**config.mk**
```make
export PLATFORM = sky130hd
export DESIGN_NAME = pixel_seq_ctrl
export DESIGN_NICKNAME = d
export VERILOG_FILES = /design/src/rtl/pixel_seq_ctrl.sv
export SDC_FILE = /design/constraint.sdc
export NUM_CORES = 1
export LEC_CHECK = 0
export ABC_AREA = 0
export ABC_CLOCK_PERIOD_IN_PS = 5900
export BUFFER_PORTS_ARGS = -buffer_cell sky130_fd_sc_hd__buf_2
export CORE_AREA = 3 3 70 88
export DETAILED_ROUTE_END_ITERATION = 8
export DIE_AREA = 0 0 73 91
export PLACE_DENSITY = 0.54
export SETUP_SLACK_MARGIN = 0.05
export SYNTH_ARGS = -nofsm -noshare
export SYNTH_HDL_FRONTEND = slang
export SYNTH_SLANG_ARGS = --single-unit
export TNS_END_PERCENT = 10
```
**constraint.sdc**
```tcl
create_clock -name clk -period 5.9 [get_ports clk]
set_input_delay 0.885 -clock clk [delete_from_list [all_inputs] [get_ports clk]]
set_output_delay 0.885 -clock clk [all_outputs]
set_load 0.05 [all_outputs]
```
**src/rtl/pixel_seq_ctrl.sv**
```systemverilog
// pixel_seq_ctrl: frame sequencer for the 2x2 pixel array and its column ADC.
// Walks IDLE -> ERASE -> EXPOSE -> CONVERT -> READ12 -> READ34 -> DONE and
// decodes every output from the registered state, phase counter and exposure
// register, so no input reaches an output combinationally.
module pixel_seq_ctrl #(
  parameter int ERASE_CYCLES = 5,
  parameter int EXP_DEFAULT  = 16,
  parameter int EXP_MIN      = 2,
  parameter int EXP_MAX      = 255,
  parameter int ADC_BITS     = 8,
  parameter int READ_CYCLES  = 2
) (
  input  logic                clk,
  input  logic                reset,
  input  logic                init,
  input  logic                exp_increase,
  input  logic                exp_decrease,
  output logic                erase,
  output logic                expose,
  output logic                convert,
  output logic                read12,
  output logic                read34,
  output logic                anaReset,
  output logic                anaBias1,
  output logic                anaRamp,
  output logic [ADC_BITS-1:0] adc_count,
  output logic [7:0]          exp_time,
  output logic                busy,
  output logic                frame_done
);

  localparam int CONV_LEN = 1 << ADC_BITS;
  localparam int LEN_M1   = (CONV_LEN > EXP_MAX) ? CONV_LEN : EXP_MAX;
  localparam int LEN_M2   = (LEN_M1 > ERASE_CYCLES) ? LEN_M1 : ERASE_CYCLES;
  localparam int MAX_LEN  = (LEN_M2 > READ_CYCLES) ? LEN_M2 : READ_CYCLES;
  // Counter only has to reach MAX_LEN-1 before it is cleared.
  localparam int CW       = (MAX_LEN > 1) ? $clog2(MAX_LEN) : 1;

  typedef enum logic [2:0] {
    S_IDLE    = 3'd0,
    S_ERASE   = 3'd1,
    S_EXPOSE  = 3'd2,
    S_CONVERT = 3'd3,
    S_READ12  = 3'd4,
    S_READ34  = 3'd5,
    S_DONE    = 3'd6
  } state_t;

  state_t          r_state;
  state_t          w_state_next;
  logic [CW-1:0]   r_cnt;
  logic [7:0]      r_exp;
  logic [7:0]      r_exp_lat;
  logic [CW:0]     w_len;
  logic            w_last;

  // Length of the current phase; EXPOSE uses the value captured on leaving IDLE.
  always_comb begin
    w_len = (CW+1)'(1);
    case (r_state)
      S_ERASE:   w_len = (CW+1)'(ERASE_CYCLES);
      S_EXPOSE:  w_len = (CW+1)'(r_exp_lat);
      S_CONVERT: w_len = (CW+1)'(CONV_LEN);
      S_READ12:  w_len = (CW+1)'(READ_CYCLES);
      S_READ34:  w_len = (CW+1)'(READ_CYCLES);
      default:   w_len = (CW+1)'(1);
    endcase
    w_last = ({1'b0, r_cnt} == (w_len - (CW+1)'(1)));
  end

  // Next-state logic: leave a phase when its counter reaches length-1.
  always_comb begin
    w_state_next = r_state;
    case (r_state)
      S_IDLE:    if (init)   w_state_next = S_ERASE;
      S_ERASE:   if (w_last) w_state_next = S_EXPOSE;
      S_EXPOSE:  if (w_last) w_state_next = S_CONVERT;
      S_CONVERT: if (w_last) w_state_next = S_READ12;
      S_READ12:  if (w_last) w_state_next = S_READ34;
      S_READ34:  if (w_last) w_state_next = S_DONE;
      S_DONE:    w_state_next = S_IDLE;
      default:   w_state_next = S_IDLE;
    endcase
  end

  // State register; reset aborts any frame in progress.
  always_ff @(posedge clk) begin
    if (reset) begin
      r_state <= S_IDLE;
    end else begin
      r_state <= w_state_next;
    end
  end

  // Phase counter: cleared on every transition and held at 0 in IDLE.
  always_ff @(posedge clk) begin
    if (reset) begin
      r_cnt <= '0;
    end else if ((r_state == S_IDLE) || (w_state_next != r_state)) begin
      r_cnt <= '0;
    end else begin
      r_cnt <= r_cnt + CW'(1);
    end
  end

  // Exposure register: saturating inc/dec in IDLE only; latch the old value on frame start.
  always_ff @(posedge clk) begin
    if (reset) begin
      r_exp     <= 8'(EXP_DEFAULT);
      r_exp_lat <= 8'(EXP_DEFAULT);
    end else if (r_state == S_IDLE) begin
      if (init) begin
        r_exp_lat <= r_exp;
      end
      if (exp_increase && !exp_decrease) begin
        if (r_exp < 8'(EXP_MAX)) begin
          r_exp <= r_exp + 8'd1;
        end
      end else if (exp_decrease && !exp_increase) begin
        if (r_exp > 8'(EXP_MIN)) begin
          r_exp <= r_exp - 8'd1;
        end
      end
    end
  end

  // Output decode from registered state and counter.
  always_comb begin
    erase      = 1'b0;
    expose     = 1'b0;
    convert    = 1'b0;
    read12     = 1'b0;
    read34     = 1'b0;
    busy       = 1'b1;
    frame_done = 1'b0;
    adc_count  = '0;
    case (r_state)
      S_IDLE:    busy = 1'b0;
      S_ERASE:   erase = 1'b1;
      S_EXPOSE:  expose = 1'b1;
      S_CONVERT: begin
        convert   = 1'b1;
        adc_count = r_cnt[ADC_BITS-1:0];
      end
      S_READ12:  read12 = 1'b1;
      S_READ34:  read34 = 1'b1;
      S_DONE:    frame_done = 1'b1;
      default:   busy = 1'b0;
    endcase
    anaReset = erase;
    anaBias1 = expose;
    anaRamp  = convert;
    exp_time = r_exp;
  end

endmodule

```
Word-level counts from Yosys, hierarchy flattened
Cells that the tools add are included.
- bits of input ports: 5
- register bits after elaboration: 27
- word-level logic and storage cells: 52
- output and inout bits: 26
- $add $sub $neg: 4
- equal/unequal tests: 9
- reduce and logical (&&, ||, !) cells: 13
- mux-type cells: 20
- order comparisons: 2
- operator list (cell ; number):
    $mux W8 ; 5
    $pmux W9 S4 ; 1
    $mux W3 ; 6
    $pmux W3 S6 ; 1
    $add A8 B1 Y8 const B ; 2
    $eq A3 B3 Y1 const B ; 3
    $eq A8 B9 Y1 ; 1
    $sub A9 B1 Y9 const B ; 1
    $gt A8 B2 Y1 const B ; 1
    $lt A8 B8 Y1 const B ; 1
    $sub A8 B1 Y8 const B ; 1
    $mux W1 ; 7
    $eq A3 B2 Y1 const B ; 2
    $reduce_or A6 Y1 ; 1
    $reduce_and A4 Y1 ; 1
    $reduce_bool A2 Y1 ; 2
    $reduce_or A2 Y1 ; 2
    $eq A3 B1 Y1 const B ; 1
    $logic_not A3 Y1 ; 1
    $ne A3 B3 Y1 ; 1
    $logic_and A1 B1 Y1 ; 2
    $logic_not A1 Y1 ; 2
    $ne A2 B1 Y1 const B ; 1
    $reduce_and A2 Y1 ; 1
    $logic_or A1 B1 Y1 ; 1

Depth between registers and ports, before layout
- depth after elaboration: 10
- gate-level depth with buffers: 12

Worst setup path before layout
Ideal clock, no wire load.
- kind: register -> output
- start: register r_state[0]
- end: output erase
- data arrival time: 2235 ps
- setup slack: 2780 ps
- stages on the path, launching flop included: 6
- required time: 5015 ps
- path through: dfxtp_1 -> buf_2 -> inv_1 -> clkbuf_1 -> nor3_1 -> buf_4
- word-level cells in the longest chain between the ends: 2
- RTL lines (what ; RTL line ; text):
    start, declared ; 49 ; state_t r_state;
    start signal, assigned ; 91 ; r_state <= w_state_next;
    $eq A3 B1 Y1 ; 137 ; case (r_state)
    $mux W1 ; 137 ;
    end, declared ; 18 ; output logic erase,
No other way between the ends.

Final worst setup path
- start: register r_state[1]
- end: register r_cnt[7]
- word-level cells in the longest chain between the ends: 10
- RTL lines (what ; RTL line ; text):
    $eq A3 B3 Y1 ; 60, 74 ;
    $reduce_or A2 Y1 (no line) ; - ;
    $pmux W9 S4 ; 60 ; case (r_state)
    $sub A9 B1 Y9 ; 68 ; w_last = ({1'b0, r_cnt} == (w_len - (CW+1)'(1)));
    $eq A8 B9 Y1 ; 68 ;
    $mux W3 (on tied branches) ; - ;
    $pmux W3 S6 ; 74 ; case (r_state)
    $ne A3 B3 Y1 ; 99 ; end else if ((r_state == S_IDLE) || (w_state_next != r_state)) begin
    $logic_or A1 B1 Y1 * ; 99 ;
    $reduce_or A2 Y1 (no line) * ; - ;
    end signal, assigned ; 102 ; r_cnt <= r_cnt + CW'(1);
    end, declared ; 51 ; logic [CW-1:0] r_cnt;
Every way passes the cells marked *; elsewhere a longest branch is shown, timed or not.
A chain may end at the register's enable or synchronous reset.

==> impl_metrics.csv <==
group,metric,value,unit
yosys,yosysSeqAreaShare,28.78,%
run,maxCapViolations,0,
cts,postCtsSetupRepairBufs,0,
cts,hold_buffers,0,
placed_design,placed_cells,326,
sta,drv_slew,0,
floorplan,fp.dieW,73,microns
floorplan,core_area,0.005443,sq mm
cts,cts.reportedPaths.clkPinSlew,0.09,ns
sta,tightest_slew,0.6206,ns
setup_path,crit_chain,"nand2b_1, o31a_1, ha_1, xnor2_1, a21oi_1, o21ai_0, a2111oi_2, o2111ai_2, nand3b_1, nor2_1",
setup_path,crit_family,"compound AO/OA/AOI/OAI gates",
sta,hold_ws,0.4869,ns
status,status,"finished clean",
finish,fin_cells,330,
finish,final_nets,282,
yosys,ys_types,44,
pwr,power_density,494.0,mW/mm^2
finish,drive_gt1_share,15.04,%
route,ant_nets,0,
setup_path,cp_num_buf_inv,0,
route,viasPerCell,5.115,
pwr,power_switching,0.5320,mW
cts,cts.sinks,27,
pwr,p_seq_share,30.9,%
sta,fmax,320.8,MHz
pwr,clockPowerShare,10.1,%
yosys,syn_avg_cell_area,7.573,sq um
yosys,synth_ff_type,"dfxtp_1",
yosys,syn_area,0.001878,sq mm
pwr,ir_drop,285.1,uV
cts,clk-insertion-delay-late,0.27,ns
setup_path,cpMaxStageDelayCell,"dfxtp_1",
yosys,yosysWarnings,0,
cts,ctsHtreeMaxLevel,1,
route,drt_wl_total,4326,microns
route,dr.pass1.iters,4,
setup_path,cp-start-kind,"flip-flop",
pwr,power_frac_comb,59.0,%
finish,area_growth,10.33,%
setup_path,worstPathRequired,6.05,ns
route,vias,1688,
sta,setup_viol,0,
floorplan,die_h,91,microns
yosys,syn-num-nets,263,
floorplan,dieArea,0.006643,sq mm
floorplan,ios,31,
sta,tns,0,ns
route,first_iter_violations,82,
cts,cts_tree,"built",
finish,diodes,0,
setup_path,crit_type,"flip-flop to flip-flop",
route,drc,0,
sta,fin_worst_skew,0.008639,ns
global_routing,grt_first_pass_wirelength,7389,microns
global_routing,gr-total-overflow,0,
cts,cts_resized,0,
sta,finalCriticalPeriod,3.117,ns
cts,ctsRootBufferMaster,"clkbuf_8",
yosys,ys_ff_latch,27,
placed_design,globalplace.congestion,0.8208,
global_routing,grt_pass1_vias,1526,
setup_path,cp-end-kind,"flip-flop",
pwr,p_total,1.024,mW
placed_design,place_ws,2.701,ns
global_routing,gr-usage-all-layers,13.89,%
floorplan,fp-row-count,30,
pwr,swShare,51.98,%
sta,fin_ws,2.783,ns
pwr,internal_power,0.4915,mW
setup_path,worstPathArrival,3.27,ns
sta,rsz0062_at_grt,"no",
global_routing,antenna_found_initial,0,
setup_path,path_max_fanout,17,
sta,hold_violations,0,
setup_path,slowest_delay,0.66,ns
yosys,netlist_instances,248,
hold_path,hold_class,"flip-flop to flip-flop",
yosys,synthArstFlopShare,0,%
cts,cts_max_path_buffers,2,
global_routing,grt_max_degree,21,
yosys,synth-edff-count,0,
route,wl_per_cell,13.11,microns
floorplan,initial_core_util,34.51,%
placed_design,dpl.hpwl,3327,microns
cts,cts_buffers,3,
placed_design,io_buffers,30,
pwr,leakage,0.8742,nW
sta,post-route-period-util,52.84,%
sta,slew_headroom,58.57,%
[cells in the mapped netlist (all sizes together), types with 6 or more instances]
cell    number  share of area, %
xnor2       13               6.1
xor2         6               2.8
nand3        7               1.9
a21oi       23               6.1
nor3         8               2.1
nor2        33               6.6
inv          9               1.8
nand3b       6               2.4
buf          7               2.5
dfxtp       27                29
o21ai        9               2.6
nand2       29               5.8
ha           9               6.0
and3         8               2.7
clkbuf       9               1.8
[power by group through the flow]
stage / clock [mW] / sequential [mW] / combinational, mW
3_5_place_dp: 0 / 0.322 / 0.612
5_1_grt: 0.114 / 0.329 / 0.671
6_report: 0.103 / 0.316 / 0.604
2_1_floorplan: 0 / 0.373 / 0.445
4_1_cts: 0.109 / 0.318 / 0.613
3_3_place_gp: 0 / 0.321 / 0.608
[stage by stage]
| stage | instance area (sq um) | utilization [%] |
|---|---|---|
| 2_1_floorplan | 1878 | - |
| 3_3_place_gp | 2027 | 37.24 |
| 3_5_place_dp | 2027 | 37.24 |
| 4_1_cts | 2072 | 38.07 |
| 5_1_grt | 2072 | 38.07 |
| 6_report | 2072 | 38.07 |
[layer usage]
metal  vias to the layer above  track usage [%]  wire (microns)
li1                        890                -               -
met1                       766            18.02            2031
met2                        27            22.84            2082
met3                         5            1.661             135
met4                         0            5.538              76
met5                         -                0               0
[cell usage in the layout, fill, tap and decap left out, types with 8 or more instances in the layout]
master   synthesis  layout
dfxtp_1         27      27
xnor2_1         13      13
a21oi_1         23      23
buf_2            2      30
nor2_1          33      33
inv_1            9       9
ha_1             9       9
nand2_1         29      29
o21ai_0          8       8
nor3_1           8       8
and3_1           8       8
[registers in the layout, indices dropped and copies added, names as in the netlist]
name       flops
exp_time       8
r_cnt          8
r_exp_lat      8
r_state        3
[layout make-up]
class	instances	area (sq um)
clock buffer	4	45.04
fill	574	3371
inverter	9	33.78
multi-input combinational	196	1222
sequential	27	540.5
tap	64	80.08
timing repair buffer	30	150.1
[path summary, 6_finish.rpt]
check	startpoint	to	slack, ns	cells past startpoint
min	r_exp_lat[7]	r_exp_lat[7]	0.49	2
max	r_state[1]	r_cnt[7]	2.78	10
min reg2reg	r_exp_lat[7]	r_exp_lat[7]	0.49	2
max reg2reg	r_state[1]	r_cnt[7]	2.78	10
[cells by family after synthesis]
logic type / synth area share, %
AOI/OAI and AO/OA: 16.59
xor gates and xnor gates: 8.861
adders and majority gates: 7.062
buffers and inverters: 6.129
DFF: 28.78
muxes: 2.132
and+or+nand+nor: 30.45
[worst min-delay path: cells and delay by family, from the launching register on]
kind / cells / cell delay, ns
flip-flops: 1 / 0.34
AO/OA/AOI/OAI: 1 / 0.05
AND/OR/NAND/NOR: 1 / 0.06
Note: power is estimated with default switching activity, not from simulation.
